$ cat config.mk
export PLATFORM = sky130hd
export DESIGN_NAME = pingpong_sram_ctrl_flat
export DESIGN_NICKNAME = d
export VERILOG_FILES = /design/src/rtl/pingpong_sram_ctrl_if.sv /design/src/rtl/pingpong_sram_ctrl.sv /design/src/flat_wrapper.sv
export SDC_FILE = /design/constraint.sdc
export NUM_CORES = 1
export LEC_CHECK = 0
export CORE_ASPECT_RATIO = 0.8
export CORE_UTILIZATION = 29
export CTS_CLUSTER_DIAMETER = 50
export DETAILED_ROUTE_END_ITERATION = 7
export GPL_TIMING_DRIVEN = 1
export MAX_ROUTING_LAYER = met4
export SKIP_LAST_GASP = 1
export SYNTH_ARGS = -nofsm -noshare
export SYNTH_HDL_FRONTEND = slang
export SYNTH_SLANG_ARGS = --single-unit
$ cat constraint.sdc
create_clock -name CLK -period 2.3 [get_ports CLK]
set_input_delay 0.575 -clock CLK [delete_from_list [all_inputs] [get_ports CLK]]
set_output_delay 0.575 -clock CLK [all_outputs]
set_load 0.02 [all_outputs]
$ cat src/rtl/pingpong_sram_ctrl_if.sv
// Stream-side bundle of pingpong_sram_ctrl: valid/ready input, flush, valid/ready output.
// The controller takes the slave modport; a producer/consumer takes master.

interface pingpong_sram_ctrl_if #(
  parameter int WIDTH = 32
);
  logic             in_valid;
  logic [WIDTH-1:0] in_data;
  logic             in_ready;
  logic             flush;
  logic             out_valid;
  logic [WIDTH-1:0] out_data;
  logic             out_ready;

  modport master (
    output in_valid, in_data, flush, out_ready,
    input  in_ready, out_valid, out_data
  );

  modport slave (
    input  in_valid, in_data, flush, out_ready,
    output in_ready, out_valid, out_data
  );
endinterface

$ cat src/rtl/pingpong_sram_ctrl.sv
// Ping-pong controller for two sram_w16 banks: fills one bank while draining the other, in order.
// Optional macro PINGPONG_PARTIAL_FLUSH_EN lets `flush` close a partially filled bank.

module pingpong_sram_ctrl #(
  parameter int DEPTH  = 16,
  parameter int WIDTH  = 32,
  parameter int ADDR_W = 4
) (
  input  logic                CLK,
  input  logic                RESET_N,
  pingpong_sram_ctrl_if.slave bus,
  output logic                CEN_EVEN,
  output logic                WEN_EVEN,
  output logic [ADDR_W-1:0]   A_EVEN,
  input  logic [WIDTH-1:0]    Q_EVEN,
  output logic                CEN_ODD,
  output logic                WEN_ODD,
  output logic [ADDR_W-1:0]   A_ODD,
  input  logic [WIDTH-1:0]    Q_ODD,
  output logic [WIDTH-1:0]    D,
  output logic [1:0]          bank_full
);

  localparam int LEN_W  = ADDR_W + 1;
  localparam int FIFO_D = 4;

  typedef enum logic [1:0] {
    B_EMPTY,
    B_FILLING,
    B_FULL,
    B_DRAINING
  } bank_state_e;

  function automatic logic holds_data(input bank_state_e s);
    return (s == B_FULL) || (s == B_DRAINING);
  endfunction

  // Bank bookkeeping: index 0 is EVEN, index 1 is ODD.
  bank_state_e       state_q [2];
  bank_state_e       state_d [2];
  logic [LEN_W-1:0]  len_q   [2];
  logic [LEN_W-1:0]  len_d   [2];
  logic              wbank_q, wbank_d;
  logic              rbank_q, rbank_d;
  logic [ADDR_W-1:0] wptr_q, wptr_d;
  logic [ADDR_W-1:0] rptr_q, rptr_d;

  // Registered SRAM pins.
  logic [1:0]        cen_q, cen_d;
  logic [1:0]        wen_q, wen_d;
  logic [ADDR_W-1:0] a_q [2];
  logic [ADDR_W-1:0] a_d [2];
  logic [WIDTH-1:0]  d_q, d_d;

  // Read return pipeline: stage 1 = command on pins, stage 2 = SRAM sampled, Q valid.
  logic v1_q, v2_q, b1_q, b2_q;

  logic [WIDTH-1:0]  fifo_q [FIFO_D];
  logic [1:0]        fifo_wp_q, fifo_rp_q;
  logic [2:0]        fifo_cnt_q;

  logic              accept, rd_issue, flush_close, pop;
  logic [2:0]        inflight;
  logic [WIDTH-1:0]  q_sel;

  assign bus.in_ready = (state_q[wbank_q] == B_EMPTY) || (state_q[wbank_q] == B_FILLING);
  assign accept       = bus.in_valid && bus.in_ready;
  assign inflight     = 3'(v1_q) + 3'(v2_q);
  // Issue only when the FIFO is guaranteed room for every read already in flight.
  assign rd_issue     = holds_data(state_q[rbank_q]) && ((fifo_cnt_q + inflight) < 3'(FIFO_D));

`ifdef PINGPONG_PARTIAL_FLUSH_EN
  assign flush_close = bus.flush && (state_q[wbank_q] == B_FILLING);
`else
  logic unused_flush;
  assign unused_flush = bus.flush;
  assign flush_close  = 1'b0;
`endif

  // NOTE: every always_comb output gets a default first so no path leaves it unassigned (no latches).
  always_comb begin
    state_d = state_q;
    len_d   = len_q;
    wbank_d = wbank_q;
    rbank_d = rbank_q;
    wptr_d  = wptr_q;
    rptr_d  = rptr_q;
    cen_d   = 2'b11;
    wen_d   = 2'b11;
    a_d     = a_q;
    d_d     = d_q;

    if (accept) begin
      cen_d[wbank_q]   = 1'b0;
      wen_d[wbank_q]   = 1'b0;
      a_d[wbank_q]     = wptr_q;
      d_d              = bus.in_data;
      wptr_d           = wptr_q + ADDR_W'(1);
      state_d[wbank_q] = B_FILLING;
    end

    if (accept && (wptr_q == ADDR_W'(DEPTH - 1))) begin
      state_d[wbank_q] = B_FULL;
      len_d[wbank_q]   = LEN_W'(DEPTH);
      wptr_d           = '0;
      wbank_d          = ~wbank_q;
    end else if (flush_close) begin
      state_d[wbank_q] = B_FULL;
      len_d[wbank_q]   = {1'b0, wptr_q} + LEN_W'(accept);
      wptr_d           = '0;
      wbank_d          = ~wbank_q;
    end

    // The read bank always differs from a bank that can accept, so both sides may fire together.
    if (rd_issue) begin
      cen_d[rbank_q]   = 1'b0;
      a_d[rbank_q]     = rptr_q;
      state_d[rbank_q] = B_DRAINING;
      rptr_d           = rptr_q + ADDR_W'(1);
      if (({1'b0, rptr_q} + LEN_W'(1)) == len_q[rbank_q]) begin
        state_d[rbank_q] = B_EMPTY;
        rptr_d           = '0;
        rbank_d          = ~rbank_q;
      end
    end
  end

  // NOTE: sequential state uses non-blocking assignments so every flop samples pre-edge values.
  always_ff @(posedge CLK or negedge RESET_N) begin
    if (!RESET_N) begin
      for (int b = 0; b < 2; b++) begin
        state_q[b] <= B_EMPTY;
        len_q[b]   <= '0;
        a_q[b]     <= '0;
      end
      wbank_q <= 1'b0;
      rbank_q <= 1'b0;
      wptr_q  <= '0;
      rptr_q  <= '0;
      cen_q   <= 2'b11;
      wen_q   <= 2'b11;
      d_q     <= '0;
      v1_q    <= 1'b0;
      v2_q    <= 1'b0;
      b1_q    <= 1'b0;
      b2_q    <= 1'b0;
    end else begin
      state_q <= state_d;
      len_q   <= len_d;
      wbank_q <= wbank_d;
      rbank_q <= rbank_d;
      wptr_q  <= wptr_d;
      rptr_q  <= rptr_d;
      cen_q   <= cen_d;
      wen_q   <= wen_d;
      a_q     <= a_d;
      d_q     <= d_d;
      v1_q    <= rd_issue;
      b1_q    <= rbank_q;
      v2_q    <= v1_q;
      b2_q    <= b1_q;
    end
  end

  assign q_sel = b2_q ? Q_ODD : Q_EVEN;
  assign pop   = bus.out_valid && bus.out_ready;

  // NOTE: the FIFO storage is reset because out_data shows the head entry and must read 0 after reset.
  always_ff @(posedge CLK or negedge RESET_N) begin
    if (!RESET_N) begin
      for (int i = 0; i < FIFO_D; i++) fifo_q[i] <= '0;
      fifo_wp_q  <= '0;
      fifo_rp_q  <= '0;
      fifo_cnt_q <= '0;
    end else begin
      if (v2_q) begin
        fifo_q[fifo_wp_q] <= q_sel;
        fifo_wp_q         <= fifo_wp_q + 2'd1;
      end
      if (pop) fifo_rp_q <= fifo_rp_q + 2'd1;
      fifo_cnt_q <= fifo_cnt_q + 3'(v2_q) - 3'(pop);
    end
  end

  assign bus.out_valid = (fifo_cnt_q != 3'd0);
  assign bus.out_data  = fifo_q[fifo_rp_q];

  assign CEN_EVEN  = cen_q[0];
  assign WEN_EVEN  = wen_q[0];
  assign A_EVEN    = a_q[0];
  assign CEN_ODD   = cen_q[1];
  assign WEN_ODD   = wen_q[1];
  assign A_ODD     = a_q[1];
  assign D         = d_q;
  assign bank_full = {holds_data(state_q[1]), holds_data(state_q[0])};

endmodule

$ cat src/flat_wrapper.sv
// flat-port wrapper written by rule: the top's interface ports become plain ports
module pingpong_sram_ctrl_flat 
#(
  parameter int DEPTH  = 16,
  parameter int WIDTH  = 32,
  parameter int ADDR_W = 4
)
  (CLK, RESET_N, CEN_EVEN, WEN_EVEN, A_EVEN, Q_EVEN, CEN_ODD, WEN_ODD, A_ODD, Q_ODD, D, bank_full, bus_in_valid, bus_in_data, bus_flush, bus_out_ready, bus_in_ready, bus_out_valid, bus_out_data);
  pingpong_sram_ctrl_if #(.WIDTH(WIDTH)) bus_i ();
  input  logic CLK;
  input  logic RESET_N;
  output logic CEN_EVEN;
  output logic WEN_EVEN;
  output logic [ADDR_W-1:0] A_EVEN;
  input  logic [WIDTH-1:0] Q_EVEN;
  output logic CEN_ODD;
  output logic WEN_ODD;
  output logic [ADDR_W-1:0] A_ODD;
  input  logic [WIDTH-1:0] Q_ODD;
  output logic [WIDTH-1:0] D;
  output logic [1:0] bank_full;
  input wire logic [$bits(bus_i.in_valid)-1:0] bus_in_valid;
  input wire logic [$bits(bus_i.in_data)-1:0] bus_in_data;
  input wire logic [$bits(bus_i.flush)-1:0] bus_flush;
  input wire logic [$bits(bus_i.out_ready)-1:0] bus_out_ready;
  output wire logic [$bits(bus_i.in_ready)-1:0] bus_in_ready;
  output wire logic [$bits(bus_i.out_valid)-1:0] bus_out_valid;
  output wire logic [$bits(bus_i.out_data)-1:0] bus_out_data;
  assign bus_i.in_valid = bus_in_valid;
  assign bus_i.in_data = bus_in_data;
  assign bus_i.flush = bus_flush;
  assign bus_i.out_ready = bus_out_ready;
  assign bus_in_ready = bus_i.in_ready;
  assign bus_out_valid = bus_i.out_valid;
  assign bus_out_data = bus_i.out_data;
  pingpong_sram_ctrl #(.DEPTH(DEPTH), .WIDTH(WIDTH), .ADDR_W(ADDR_W)) u_core (.CLK(CLK), .RESET_N(RESET_N), .bus(bus_i), .CEN_EVEN(CEN_EVEN), .WEN_EVEN(WEN_EVEN), .A_EVEN(A_EVEN), .Q_EVEN(Q_EVEN), .CEN_ODD(CEN_ODD), .WEN_ODD(WEN_ODD), .A_ODD(A_ODD), .Q_ODD(Q_ODD), .D(D), .bank_full(bank_full));
endmodule
==> out/metrics.csv <==
stage;metric;value;unit
die;core_area;29640;µm²
drt;drc;0;
logic_synthesis;yosys.area.top_type;dfrtp_1;
drt;wirelength;22180;µm
cts;root_buffer;clkbuf_16;
setup_path;crit_required;1.73;ns
global_route;grt_overflow;0;
run_status;failed_checks;negative setup slack;
timing;tightestPinTransition;0.6443;ns
logic_synthesis;synth-seq-cells;205;
drt;wl_per_cell;15.52;µm
setup_path;crit_path_frequent_cell;buf_6;
die;die_area;31160;µm²
placement;hpwl;14530;µm
timing;setup_viol;32;
layout;final_nets;1116;
setup_path;end_kind;output port;
logic_synthesis;synth.top_cells.by_area;dfrtp_1 (57%), mux4_2 (8.2%), a21oi_1 (7.4%);
global_route;grt_pass1_vias;6668;
timing;max_freq;0.4041;GHz
global_route;grt_use_total;14.66;%
layout;final_cell_mix;dfrtp_1 (199), clkdlybuf4s50_1 (144), nor2_1 (133);
cts;h-tree-depth;1;
worst_hold_path;hold_end;u_core.b2_q;
worst_hold_path;hp-class;flop to flop;
die;pin_count;181;
timing;clock_skew;0.01008;ns
cts;cts_buffers;27;
cts;cts_sinks;205;
run_status;outcome;finished, violations left;
layout;antenna_cells;0;
drt;first_iter_violations;262;
cts;worstSkewPairLatency;0.52;ns
timing;fin_crit_sh;107.6;%
setup_path;critPathSlowestCell;mux4_2;
setup_path;worst-path-max-fanout;6;
logic_synthesis;synth_cells;814;
power_and_ir_drop;cellPowerDensity;1514;nW/µm²
drt;wl_met3;1549;µm
global_route;antenna_found_initial;0;
setup_path;start_kind;flop;
timing;rsz0062_at_grt;true;
timing;slew_headroom;56.89;%
timing;hold_slack;0.3530;ns
drt;wl_met1;10710;µm
placement;gp_congestion;0.7395;
logic_synthesis;synth.cell_area;8832;µm²
drt;wl_met2;9573;µm
die;start_util;29.80;%
setup_path;rr_startpoint;u_core.fifo_cnt_q[0];
layout;fillers;2822;
cts;cts_tree;yes;
worst_hold_path;hold_start;u_core.b1_q;
drt;vias;6505;
cts;clk_pin_slew_worst_paths;0.06;ns
logic_synthesis;netlist.area_leader.share;56.95;%
setup_path;rr_endpoint;u_core.fifo_cnt_q[2];
timing;period_needed;2.475;ns
logic_synthesis;postSynthAreaPerCell;10.85;µm²
drt;viasPerCell;4.552;
flow_run;drv_cap;0;
setup_path;cp_num_buf_inv;4;
power_and_ir_drop;total_power;0.01875;W
setup_path;arrival;1.90;ns
setup_path;path_cells;buf_12 > buf_4 > buf_6 > mux4_2 > buf_6;
power_and_ir_drop;max-vdd-ir-drop;0.7577;mV
drt;drtPass1Iterations;4;
cts;cts_max_path_buffers;3;
drt;top_layer_used;met4;
placement;port_buffers;179;
setup_path;crit_type;flop to output port;
global_route;grt_pass1_wl;35250;µm
timing;setup_ws;-0.1745;ns
setup_path;ff2ff_path_depth;8;
layout;layout_commonest_cell;dfrtp_1;
die;rows;56;
setup_path;r2r_setup_slack;0.12;ns
layout;drive_gt1_share;16.03;%
worst_hold_path;min_path_cells;0;
power_and_ir_drop;p_leak;5.267;nW
setup_path;crit_start;u_core.fifo_rp_q[0];
logic_synthesis;seq_area_frac_synth;58.14;%
logic_synthesis;synthDistinctLibCells;40;
die;die_y;158.1;µm
logic_synthesis;synth_fp_nets;926;
die;dieWidth;197.1;µm
setup_path;crit_family;buffers and inverters;
global_route;grt_max_degree;65;
setup_path;slowest_delay;0.42;ns
logic_synthesis;yosysWarnings;0;
drt;ant_nets;0;
timing;slew_viol_final;0;
layout;syn2layout_area_growth;40.22;%
timing;hold_viol;0;
## area by class of cell
cell class	count	area [µm²]	area share [%]
clock buffers	33	738.2	5.961
clock inverters	15	207.7	1.677
inverters	12	45.04	0.3637
multi-input cells	542	3432	27.71
flip-flops and latches	205	5137	41.48
well taps	406	508.0	4.102
repair buffers	216	2316	18.70
## cell usage after synthesis, drive strengths merged
| cell | count |
|---|---|
| a21o | 2 |
| a21oi | 130 |
| a22oi | 1 |
| a31oi | 2 |
| and2 | 14 |
| and3 | 1 |
| and3b | 1 |
| buf | 29 |
| clkbuf | 26 |
| clkinv | 1 |
| dfrtp | 201 |
| dfstp | 4 |
| fa | 1 |
| ha | 10 |
| inv | 11 |
| mux2 | 1 |
| mux2i | 45 |
| mux4 | 32 |
| nand2 | 122 |
| nand2b | 2 |
| nand3 | 4 |
| nand4 | 1 |
| nor2 | 134 |
| nor3 | 2 |
| nor3b | 1 |
| o2111ai | 1 |
| o211ai | 2 |
| o21ai | 15 |
| o311ai | 1 |
| or3 | 3 |
| xnor2 | 7 |
| xnor3 | 1 |
| xor2 | 6 |
## worst reg2reg max path, stage by stage, from the launching register on
cell     delay, ns
dfrtp_1       0.38
or3_4         0.38
and2_1        0.17
ha_1          0.27
inv_1         0.04
ha_1          0.18
fa_2          0.34
xor2_1        0.18
xnor2_1       0.12
## timing repair
item,in CTS,in global routing
buffers inserted,4,2
pin swaps,0,2
endpoints found under the setup margin,34,34
endpoints found under the hold margin,26,0
gates resized for setup,68,143
gates cloned,0,2
hold buffers,1,0
## logic make-up (layout without fill, tap and decap cells)
family                   count (synthesis)  after routing  synth area share [%]
AO/OA/AOI/OAI                          154            154                 8.981
XOR/XNOR                                14             14                 1.544
adder cells (fa/ha/maj)                 11             11                 1.643
buffers and inverters                   67            276                 3.145
flip-flops                             205            205                 58.14
multiplexers                            78             78                 13.39
AND/OR/NAND/NOR                        285            285                 13.16
## where the power goes
part	switching (W)	leakage [nW]	total [W]	internal, W
Sequential	0.000914	2.29	0.00604	0.00513
Clock	0.00166	0.457	0.00441	0.00275
Combinational	0.00420	2.52	0.00830	0.00410
## layer usage
layer  up-vias  global-route usage (%)
met2       202                   22.01
met3        25                   3.749
li1       3138                       -
met4         0                   2.916
met1      3140                   20.02
met5         -                       -
## how the worst max path moves through the flow
stage	end	slack (ns)	cells past startpoint
final	bus_out_data[1]	-0.17	5
after global routing	bus_out_data[30]	-0.23	5
after detailed placement	u_core.fifo_cnt_q[2]	-0.12	8
after CTS	bus_out_data[12]	-0.37	3
after floorplan	u_core.fifo_cnt_q[2]	0.06	8
after global placement	u_core.fifo_cnt_q[2]	-0.14	8
## registers in the layout (all words and copies together), names as in the netlist, 3 cells and up
signal,flops
u_core.fifo_q,128
u_core.D,32
u_core.len_q,10
u_core.A_EVEN,4
u_core.A_ODD,4
u_core.rptr_q,4
u_core.wptr_q,4
u_core.fifo_cnt_q,3
## through the flow
step | std cells | cell area, µm² | setup WS, ns | util (%) | setup TNS, ns
final | 1429 | 12380 | -0.1745 | 41.78 | -4.147
after CTS | 1426 | 12250 | -0.3711 | 41.34 | -9.860
after global routing | 1429 | 12380 | -0.2306 | 41.78 | -5.888
after floorplan | 814 | 8837 | 0.05654 | - | 0
after detailed placement | 1373 | 11280 | -0.1211 | 38.07 | -0.3211
after global placement | 1373 | 11280 | -0.1381 | 38.07 | -0.2603
Note: power is estimated with default switching activity, not from simulation.
